**src/rtl/hack_mem_pkg.sv**
```systemverilog
// Shared constants and encodings for the Hack-style 4K RAM port and its DMA engine.
package hack_mem_pkg;

    localparam int AW = 12;
    localparam int DW = 16;

    typedef enum logic [2:0] {
        IDLE  = 3'd0,
        READ  = 3'd1,
        WRITE = 3'd2,
        FILL  = 3'd3,
        DONE  = 3'd4
    } dma_state_t;

    localparam logic OP_COPY = 1'b0;
    localparam logic OP_FILL = 1'b1;

endpackage

```
**src/rtl/ram_dma.sv**
```systemverilog
// Block copy / fill engine driving a single-port RAM with combinational read.
// The RAM port outputs are decodes of the state, base and counter registers.
module ram_dma #(
    parameter int AW = hack_mem_pkg::AW,
    parameter int DW = hack_mem_pkg::DW
) (
    input  logic          clk,
    input  logic          reset,
    input  logic          start,
    input  logic          op,
    input  logic [AW-1:0] src,
    input  logic [AW-1:0] dst,
    input  logic [AW:0]   len,
    input  logic [DW-1:0] fill_val,
    output logic          busy,
    output logic          done,
    output logic [AW-1:0] mem_adr,
    output logic [DW-1:0] mem_data,
    output logic          mem_load,
    input  logic [DW-1:0] mem_out
);

    import hack_mem_pkg::*;

    dma_state_t    state_r;
    dma_state_t    next_state_s;
    logic [AW-1:0] src_r;
    logic [AW-1:0] dst_r;
    logic [AW:0]   len_r;
    logic [DW-1:0] fill_r;
    logic [AW:0]   cnt_r;
    logic [AW:0]   cnt_inc_s;
    logic [DW-1:0] hold_r;
    logic [AW-1:0] src_adr_s;
    logic [AW-1:0] dst_adr_s;

    // Base + counter truncated to AW bits gives modulo-2^AW addressing.
    assign cnt_inc_s = cnt_r + {{AW{1'b0}}, 1'b1};
    assign src_adr_s = src_r + cnt_r[AW-1:0];
    assign dst_adr_s = dst_r + cnt_r[AW-1:0];

    // State, latched operands, word counter and read-hold register.
    always_ff @(posedge clk) begin
        if (reset) begin
            state_r <= IDLE;
            src_r   <= {AW{1'b0}};
            dst_r   <= {AW{1'b0}};
            len_r   <= {(AW+1){1'b0}};
            fill_r  <= {DW{1'b0}};
            cnt_r   <= {(AW+1){1'b0}};
            hold_r  <= {DW{1'b0}};
        end else begin
            state_r <= next_state_s;
            case (state_r)
                IDLE: begin
                    if (start) begin
                        src_r  <= src;
                        dst_r  <= dst;
                        len_r  <= len;
                        fill_r <= fill_val;
                        cnt_r  <= {(AW+1){1'b0}};
                    end
                end
                READ:        hold_r <= mem_out;
                WRITE, FILL: cnt_r  <= cnt_inc_s;
                default:     ;
            endcase
        end
    end

    // Next-state and RAM-port decode.
    always_comb begin
        next_state_s = state_r;
        mem_adr      = {AW{1'b0}};
        mem_data     = {DW{1'b0}};
        mem_load     = 1'b0;
        busy         = (state_r != IDLE);
        done         = (state_r == DONE);
        case (state_r)
            IDLE: begin
                if (start) begin
                    if (len == {(AW+1){1'b0}}) begin
                        next_state_s = DONE;
                    end else if (op == OP_FILL) begin
                        next_state_s = FILL;
                    end else begin
                        next_state_s = READ;
                    end
                end else begin
                    next_state_s = IDLE;
                end
            end
            READ: begin
                mem_adr      = src_adr_s;
                next_state_s = WRITE;
            end
            WRITE, FILL: begin
                mem_adr  = dst_adr_s;
                mem_data = (state_r == FILL) ? fill_r : hold_r;
                // Suppress the strobe on a reset edge so an in-flight write never lands.
                mem_load = ~reset;
                if (cnt_inc_s == len_r) begin
                    next_state_s = DONE;
                end else begin
                    next_state_s = (state_r == FILL) ? FILL : READ;
                end
            end
            DONE:    next_state_s = IDLE;
            default: next_state_s = IDLE;
        endcase
    end

endmodule
```
**config.mk**
```make
export PLATFORM = sky130hd
export DESIGN_NAME = ram_dma
export DESIGN_NICKNAME = d
export VERILOG_FILES = /design/src/rtl/hack_mem_pkg.sv /design/src/rtl/ram_dma.sv
export SDC_FILE = /design/constraint.sdc
export NUM_CORES = 1
export LEC_CHECK = 0
export BUFFER_PORTS_ARGS = -buffer_cell sky130_fd_sc_hd__buf_2
export CAP_MARGIN = 20
export CORE_UTILIZATION = 35
export CTS_CLUSTER_SIZE = 25
export DETAILED_ROUTE_END_ITERATION = 7
export MAX_ROUTING_LAYER = met4
export PLACE_DENSITY = 0.57
export SLEW_MARGIN = 20
export SYNTH_ARGS = -nofsm -noshare
export SYNTH_HDL_FRONTEND = slang
export SYNTH_SLANG_ARGS = --single-unit
```
**constraint.sdc**
```tcl
create_clock -name clk -period 3.14 [get_ports clk]
set_input_delay 0.471 -clock clk [delete_from_list [all_inputs] [get_ports clk]]
set_output_delay 0.471 -clock clk [all_outputs]
set_load 0.01 [all_outputs]
```
==> summary.md, run 1 <==
| Metric | Value |
|---|---|
| Status | finished, final reports clean |
| Pleak | 2.41 nW |
| GP Congestion | 0.887 |
| Crit start category | flip-flop |
| Period utilization | 0.979 |
| Vias | 4558 |
| Design Area, Final | 5730 um^2 |
| Seq cells post-synth | 85 |
| # H-tree levels | 3 |
| First-pass GRT wire length | 20700 um |
| Prevailing post-synth register cell | dfxtp_1 |
| DRC viols | 0 |
| F_max | 0.325 GHz |
| Hold crit path type | input port to flip-flop |
| Detailed placement HPWL | 9090 um |
| Grt total ovfl | 0 |
| Die H | 116 um |
| Crit path launch | state_r[1] |
| Setup_tns | 0 ns |
| Clk network pwr share | 0.389 |
| TritonCTS buffer count | 9 |
| Largest net degree at the start of global routing | 85 |
| Filler Cell Count | 1336 |
| Nets@finish | 808 |
| Critical path's largest stage delay | 0.35 ns |
| DR iter-0 viols | 283 |
| Overall die width | 116 um |
| Hold Path Origin | fill_val[3] |
| Combinational Power Share | 0.185 |
| CTS root buffer | clkbuf_16 |
| Vias per inst | 5.06 |
| Worst R2R Start | cnt_r[0] |
| Critical Path Slowest Stage Cell | dfxtp_4 |
| Max cap viols | 0 |
| Clk slew on worst S/H paths | 0.07 ns |
| Seq pwr share | 0.426 |
| Synthesized area per cell | 7.27 um^2 |
| Average wire per standard cell | 14.3 um |
| Post-synth EDFFs | 0 |
| Fin crit period | 3.07 ns |
| Psw | 0.000809 W |
| Max IR drop VDD | 238 uV |
| Element type at the critical path end | primary output |
| Vias in the first global route | 4289 |
| Io pins | 104 |
| Power Dens Cells | 490 nW/um^2 |
| Yosys cell types | 56 |
| Min Hold Slack | 0.362 ns |
| Routed wire length | 12800 um |
| Slew Limit Fails | 0 |
| P&R area growth vs syn | 26.3% |
| Synth warn | 0 |
| Slew @ Worst Pin | 0.888 ns |
| Total clock sinks | 85 |
| CP cell instances | buf_4 > nand2b_4 > nand2_1 > nand2_1 > ha_1 > a21o_1 > a21oi_2 > o21ai_2 > a2111oi_2 > buf_4 > o211ai_1 > o31ai_1 > buf_2 |
| Post-Syn Instances | 624 |
| Post-Syn Area | 4540 um^2 |
| CP Class | flip-flop to primary output |
| FFs w/ async S/R, synth | 0 |
| Gr usage total | 0.205 |
| Switching Fraction | 0.288 |
| Final Non-Filler Cells | 900 |
| Final Hold Fails | 0 |
| Relative slew slack | 0.408 |
| Initial Util | 0.359 |
| CP delay by family, top | compound AO/OA/AOI/OAI gates |
| Drt first pass iters | 5 |
| FP Rows | 41 |
| Clk_skew | 0.00507 ns |
| CP Data Arrival Time | 2.60 ns |
| DP Cell Count | 875 |
| P_int | 0.00200 W |
| Max clock buf depth | 2 |
| PortBufs | 103 |
| Finish-stage setup viols | 0 |
| Mapped Nets | 710 |
| Core footprint | 12600 um^2 |
| Layout cells sized above 1 | 0.248 |
| Clk_lat worst skew | 0.34 ns |
| Full die area | 13400 um^2 |
| WP buf/inv | 3 |
| WP data required | 2.67 ns |
| Initial antenna violation count | 1 |
| CP max FO | 6 |
| TritonCTS clock tree | built |
| Antenna-violating nets left | 0 |
| Placed cell area | 5230 um^2 |
| Setup repair after global routing missed its margin | true |
| Post-synthesis sequential area ratio | 0.375 |
what timing repair did:
action / CTS / global route
hold buffers: 0 / 0
pin swaps: 3 / 9
setup endpoints to repair: 5 / 5
resized for setup: 14 / 17
gates cloned: 0 / 0
buffers inserted: 2 / 6
cell usage after synthesis (3+ instances only):
master | number | area (um^2)
a311oi_1 | 4 | 35.0
o21a_1 | 7 | 52.6
o21ai_0 | 15 | 75.1
dfxtp_1 | 85 | 1700
and2_1 | 5 | 31.3
buf_1 | 7 | 26.3
a21oi_1 | 88 | 440
nor2b_1 | 5 | 31.3
nand3_1 | 7 | 35.0
mux2i_1 | 19 | 190
o31ai_1 | 4 | 30.0
nand2_1 | 191 | 717
ha_1 | 12 | 150
xnor2_1 | 11 | 96.3
nand2b_1 | 4 | 25.0
clkbuf_1 | 21 | 78.8
buf_2 | 12 | 60.1
or3_1 | 6 | 37.5
nor3_1 | 11 | 55.1
nor4_1 | 6 | 37.5
inv_1 | 7 | 26.3
nor2_1 | 45 | 169
xor2_1 | 7 | 61.3
o22ai_1 | 3 | 18.8
worst paths after layout:
path | to | slack [ns] | cells after the start
worst min-delay path | fill_r[3] | 0.36 | 3
worst max-delay path | mem_adr[9] | 0.07 | 13
worst min register to register | dst_r[11] | 0.45 | 2
worst max register to register | state_r[0] | 0.57 | 8
registers in the layout, summed over array words and instances (netlist names):
register	flops
cnt_r	13
dst_r	12
fill_r	16
hold_r	16
len_r	13
src_r	12
state_r	3
through the flow:
stage / total power, W / util / setup WS [ns]
6_report: 0.00281 / 0.454 / 0.0674
5_1_grt: 0.00295 / 0.454 / -0.0682
4_1_cts: 0.00282 / 0.443 / 0.00560
3_5_place_dp: 0.00172 / 0.414 / 0.0616
3_3_place_gp: 0.00171 / 0.414 / 0.159
2_1_floorplan: 0.00155 / - / 0.0303
worst reg2reg max path, cell delays in order, from the launching register on:
cell and delay (ns):
dfxtp_1 0.38, buf_4 0.17, ha_1 0.37, inv_1 0.23
nor4_1 0.31, a21oi_1 0.08, nor4_1 0.34, o2111ai_1 0.29
o221a_1 0.29
cells by family (layout without fill, tap and decap cells):
kind of cell	count (synthesis)	count (layout)	share of synthesized area
other	0	1	0
AND/OR/NAND/NOR	300	300	0.286
buffers and inverters	48	151	0.0439
multiplexers	19	19	0.0419
XOR/XNOR	18	18	0.0348
AO/OA/AOI/OAI	141	141	0.181
flip-flops	85	85	0.375
adder cells (fa/ha/maj)	13	13	0.0375
area by class of cell:
class                           instances  area (um^2)  area share
Timing Repair Buffer                  128          711       0.124
Clock inverter                          6         68.8      0.0120
Clock buffer                           10          239      0.0417
Antenna cell                            1         2.50    0.000437
Multi-Input combinational cell        491         2760       0.481
Tap cell                              172          215      0.0376
Sequential cell                        85         1710       0.298
Inverter                                7         26.3     0.00459
layer usage:
| layer | up-vias | track usage | part of all wire |
|---|---|---|---|
| li1 | 2317 | - | - |
| met1 | 2071 | 0.260 | 0.47 |
| met2 | 155 | 0.329 | 0.45 |
| met3 | 15 | 0.0460 | 0.069 |
| met4 | 0 | 0.0556 | 0.014 |
| met5 | - | - | 0 |
power groups by stage:
stage | combinational [W] | sequential, W | clock (W)
2_1_floorplan | 0.000340 | 0.00121 | 0
3_3_place_gp | 0.000491 | 0.00122 | 0
3_5_place_dp | 0.000497 | 0.00122 | 0
4_1_cts | 0.000507 | 0.00120 | 0.00112
5_1_grt | 0.000588 | 0.00121 | 0.00116
6_report | 0.000520 | 0.00120 | 0.00109
layout by cell type, fill, tap and decap left out, types with 3 or more instances in the layout:
cell / count
nand2_1: 186
buf_2: 103
a21oi_1: 86
dfxtp_1: 83
nor2_1: 45
buf_4: 23
mux2i_1: 19
o21ai_0: 13
nor3_1: 11
xnor2_1: 11
clkbuf_16: 9
ha_1: 8
o21a_1: 7
xor2_1: 7
nand3_1: 7
inv_1: 6
nand2_2: 6
or3_1: 6
nor4_1: 6
o21ai_2: 4
o31ai_1: 4
and2_1: 4
a311oi_1: 4
nor2b_1: 3
nand2b_1: 3
ha_4: 3
(Power assumes the default switching activity.)
==> inputs of run 2 (changes only) <==
--- a/config.mk
+++ b/config.mk
@@ -12,6 +12,7 @@
 export DETAILED_ROUTE_END_ITERATION = 7
 export MAX_ROUTING_LAYER = met4
 export PLACE_DENSITY = 0.57
+export SETUP_SLACK_MARGIN = 0.5
 export SLEW_MARGIN = 20
 export SYNTH_ARGS = -nofsm -noshare
 export SYNTH_HDL_FRONTEND = slang
==> summary.md, run 2 (synthesis results as in run 1) <==
| Metric | Value |
|---|---|
| R2R depth | 7 |
| Max clock buf depth | 2 |
| WP data required | 2.67 ns |
| Overall die width | 116 um |
| Layout cells sized above 1 | 0.271 |
| Final WS setup | -0.0319 ns |
| Hold Buf Count CTS | 0 |
| Min Hold Slack | 0.359 ns |
| Power Dens Cells | 480 nW/um^2 |
| Full die area | 13400 um^2 |
| TritonCTS clock tree | built |
| Average wire per standard cell | 15.2 um |
| Met3 usage | 0.0476 |
| Most common cell after layout, fill and taps aside | nand2_1 |
| Total clock sinks | 85 |
| Clk slew on worst S/H paths | 0.06 ns |
| Initial antenna violation count | 1 |
| Overall Power | 0.00284 W |
| Worst R2R End | state_r[0] |
| Relative slew slack | 0.585 |
| Hold crit path type | input port to flip-flop |
| Fin crit period | 3.17 ns |
| Crit path launch | state_r[2] |
| Crit path capture | mem_adr[9] |
| DR iter-0 viols | 315 |
| Failing checks | negative setup slack |
| DRC viols | 0 |
| Reg2reg setup slack | 0.61 ns |
| Max IR drop VDD | 307 uV |
| GP Congestion | 0.935 |
| First-pass GRT wire length | 21500 um |
| CTS root buffer | clkbuf_16 |
| Drt first pass iters | 5 |
| Status | finished with violations |
| Clk_lat worst skew | 0.34 ns |
| CP max FO | 7 |
| Element type at the critical path end | primary output |
| Antenna-violating nets left | 0 |
| Gr usage total | 0.217 |
| Clk_skew | 0.00848 ns |
| Most frequent cells in the layout | nand2_1 (185), buf_2 (103), a21oi_1 (83) |
| Pleak | 2.45 nW |
| Worst R2R Start | cnt_r[1] |
| Hold Path Origin | fill_val[6] |
| Top Registers | fill_r (16), hold_r (16) |
| Most Crowded Layer GR | met2 |
| Max cap viols | 0 |
| Die H | 116 um |
| Io pins | 104 |
| CP Data Arrival Time | 2.70 ns |
| Met1 Track Usage GR | 0.266 |
| Routed wire length | 13700 um |
| Detailed placement HPWL | 9610 um |
| Grt total ovfl | 0 |
| DP Cell Count | 869 |
| FP Rows | 41 |
| Finish-stage setup viols | 3 |
| CP Class | flip-flop to primary output |
| Vias in the first global route | 4367 |
| Setup repair after global routing missed its margin | true |
| Vias | 4594 |
| Vias per inst | 5.08 |
| Slew @ Worst Pin | 0.622 ns |
| Initial Util | 0.359 |
| Nets@finish | 812 |
| # H-tree levels | 3 |
| M2 GR Usage | 0.338 |
| Final core occ | 0.469 |
| Period utilization | 1.01 |
| F_max | 0.315 GHz |
| Largest net degree at the start of global routing | 46 |
| Slew Limit Fails | 0 |
| Final Hold Fails | 0 |
| Core footprint | 12600 um^2 |
| PortBufs | 103 |
| Crit start category | flip-flop |
| P&R area growth vs syn | 30.4% |
| Final Non-Filler Cells | 904 |
| TritonCTS buffer count | 9 |
## run 2: worst min-delay path by stage
stage                 end  cells past startpoint  slack [ns]
5_1_grt        hold_r[13]                      3        0.36
3_5_place_dp   hold_r[15]                      2        0.45
6_report        fill_r[6]                      3        0.36
2_1_floorplan   dst_r[11]                      2        0.44
3_3_place_gp    fill_r[6]                      2        0.44
4_1_cts         fill_r[6]                      3        0.34
## run 2: power breakdown
group	internal, W	switching, W	leakage (nW)	total, W
clock network	0.000648	0.000452	0.148	0.00110
logic	0.000212	0.000320	1.60	0.000532
registers	0.00115	0.0000562	0.696	0.00121
## run 2: what timing repair did
item	in CTS	in global routing
pin swaps	13	16
endpoints found under the setup margin	10	13
resized for setup	16	20
buffers inserted	12	6
endpoints found under the hold margin	0	0
## run 2: routing by layer
layer  wire length (um)  vias up
met5                  0        -
met4                303        0
met3                817       22
met2               6480      144
met1               6130     2111
li1                   -     2317
## run 2: layout make-up
type | count | area, um^2
clock buffers | 11 | 243
diodes | 1 | 2.50
multi-input cells | 491 | 2900
repair buffers | 132 | 756
flip-flops and latches | 85 | 1710
well taps | 172 | 215
inverters | 7 | 26.3
fillers | 1293 | 6700
clock inverters | 5 | 66.3
## run 2: critical path: stages, from the launching register on
cell and delay, ns:
dfxtp_4 0.35, buf_6 0.11, nor2b_4 0.13, buf_4 0.12, buf_6 0.11, nand2_1 0.06, nand2_2 0.09, ha_4 0.20
o21a_1 0.20, o21a_4 0.22, a2111oi_4 0.33, o211ai_1 0.17, o31ai_2 0.10, buf_2 0.17
## run 2: through the flow
step / setup WS [ns] / instance area [um^2] / setup TNS (ns)
global placement: 0.301 / 5280 / 0
global route: -0.164 / 5920 / -0.615
CTS: 0.0369 / 5750 / 0
detailed placement: 0.244 / 5280 / 0
floorplan: 0.304 / 4700 / 0
finish: -0.0319 / 5920 / -0.0449
==> inputs of run 3 (changes only) <==
--- a/config.mk
+++ b/config.mk
@@ -5,7 +5,7 @@
 export SDC_FILE = /design/constraint.sdc
 export NUM_CORES = 1
 export LEC_CHECK = 0
-export BUFFER_PORTS_ARGS = -buffer_cell sky130_fd_sc_hd__buf_2
+export BUFFER_PORTS_ARGS = -buffer_cell sky130_fd_sc_hd__buf_4
 export CAP_MARGIN = 20
 export CORE_UTILIZATION = 35
 export CTS_CLUSTER_SIZE = 25
==> summary.md, run 3 (synthesis results as in run 1) <==
| Metric | Value |
|---|---|
| Overall die width | 116 um |
| Final core occ | 0.491 |
| Slew Limit Fails | 0 |
| Io pins | 104 |
| Total clock sinks | 85 |
| Combinational Power Share | 0.201 |
| Drt first pass iters | 5 |
| Most frequent cells in the layout | nand2_1 (182), buf_4 (120), a21oi_1 (84) |
| Max clock buf depth | 2 |
| First-pass GRT wire length | 21000 um |
| GP Congestion | 0.869 |
| Core footprint | 12600 um^2 |
| TritonCTS clock tree | built |
| Vias in the first global route | 4222 |
| WP data required | 2.67 ns |
| Largest net degree at the start of global routing | 46 |
| Hold crit path type | input port to flip-flop |
| Most common cell after layout, fill and taps aside | nand2_1 |
| Clk_lat worst skew | 0.34 ns |
| Top Registers | fill_r (16), hold_r (16) |
| Crit path launch | state_r[2] |
| P_int | 0.00202 W |
| Worst R2R Start | cnt_r[1] |
| Full die area | 13400 um^2 |
| Vias per inst | 5.15 |
| P&R area growth vs syn | 36.5% |
| Antenna-violating nets left | 0 |
| Switching Fraction | 0.292 |
| Element type at the critical path end | primary output |
| Nets@finish | 811 |
| CTS root buffer | clkbuf_16 |
| Overall Power | 0.00285 W |
| DR iter-0 viols | 316 |
| Fin crit period | 3.11 ns |
| Relative slew slack | 0.567 |
| Die H | 116 um |
| Period utilization | 0.992 |
| Vias | 4639 |
| TritonCTS buffer count | 9 |
| Clk network pwr share | 0.375 |
| CP max FO | 4 |
| DRC viols | 0 |
| Finish-stage setup viols | 0 |
| Initial Util | 0.359 |
| Status | finished, final reports clean |
| Met2 wire len | 6530 um |
| Pleak | 2.47 nW |
| F_max | 0.321 GHz |
| CP Data Arrival Time | 2.64 ns |
| Design Area, Final | 6190 um^2 |
| Average wire per standard cell | 15.3 um |
| Setup repair after global routing missed its margin | true |
| Clk_skew | 0.00602 ns |
| Wire length on met3 | 921 um |
| Wl on met1 | 6120 um |
| Final Hold Fails | 0 |
| Worst R2R End | state_r[0] |
| FP Rows | 41 |
| Max IR drop VDD | 318 uV |
| CP Class | flip-flop to primary output |
| Grt total ovfl | 0 |
| Reg2reg setup slack | 0.65 ns |
| Highest Signal Layer | met4 |
| Slew @ Worst Pin | 0.649 ns |
| Max cap viols | 0 |
| Ant. Diodes | 0 |
| R2R depth | 7 |
| Psw | 0.000831 W |
| Layout cells sized above 1 | 0.280 |
| Routed wire length | 13800 um |
| PortBufs | 103 |
| Crit path capture | mem_adr[10] |
| Initial antenna violation count | 0 |
| Detailed placement HPWL | 9630 um |
| Placed cell area | 5530 um^2 |
| Gr usage total | 0.209 |
| Crit start category | flip-flop |
| Seq pwr share | 0.424 |
| # H-tree levels | 3 |
| Clk slew on worst S/H paths | 0.06 ns |
| Power Dens Cells | 460 nW/um^2 |
| Hold Buf Count CTS | 0 |
==> run 3: final cells by class <==
type / instances / area [um^2]
sequential: 85 / 1710
inverter: 7 / 28.8
clock inverter: 6 / 71.3
fill: 1272 / 6430
timing repair buffer: 131 / 1030
tap: 172 / 215
clock buffer: 9 / 225
multi-input combinational: 491 / 2910
==> run 3: stage by stage <==
stage,hold slack (ns),cells,setup TNS [ns],setup WS (ns)
after floorplan,0.436,624,0,0.304
after global placement,0.442,869,0,0.327
after detailed placement,0.446,869,0,0.272
after CTS,0.366,894,0,0.0523
after global routing,0.378,901,-0.529,-0.123
final,0.372,901,0,0.0253
==> run 3: worst min-delay path by stage <==
stage                            from  cells after the start    endpoint  slack, ns
final                     mem_out[14]                      3  hold_r[14]       0.37
after global routing       mem_out[3]                      3   hold_r[3]       0.38
after CTS                  mem_out[3]                      3   hold_r[3]       0.37
after detailed placement   hold_r[12]                      2  hold_r[12]       0.45
after global placement      dst_r[11]                      2   dst_r[11]       0.44
after floorplan             dst_r[11]                      2   dst_r[11]       0.44
==> run 3: power by group through the flow <==
stage | Combinational (W) | Clock, W | Sequential (W)
2_1_floorplan | 0.000362 | 0 | 0.00121
3_3_place_gp | 0.000526 | 0 | 0.00123
3_5_place_dp | 0.000530 | 0 | 0.00123
4_1_cts | 0.000553 | 0.00108 | 0.00121
5_1_grt | 0.000636 | 0.00113 | 0.00122
6_report | 0.000573 | 0.00107 | 0.00121
==> run 3: what timing repair did <==
| action | CTS | global route |
|---|---|---|
| endpoints found under the hold margin | 0 | 0 |
| endpoints found under the setup margin | 8 | 12 |
| pin swaps | 13 | 16 |
| gates resized for setup | 13 | 32 |
| setup buffers | 10 | 7 |
==> run 3: metal layers <==
layer  track usage  vias to the layer above
met3        0.0413                       23
met4        0.0615                        0
met2         0.342                      167
li1              -                     2322
met1         0.260                     2127
met5             -                        -
==> run 3: critical path: stages, from the launching register on <==
cell and delay, ns:
dfxtp_2 0.34, buf_6 0.12, nor2b_4 0.15, nand2_1 0.07
nand2_1 0.06, ha_2 0.18, inv_2 0.04, fa_2 0.34
nor2b_2 0.14, o21a_1 0.16, o21ai_2 0.08, a21oi_2 0.20
o22ai_1 0.10, mux2i_1 0.19, buf_4 0.15
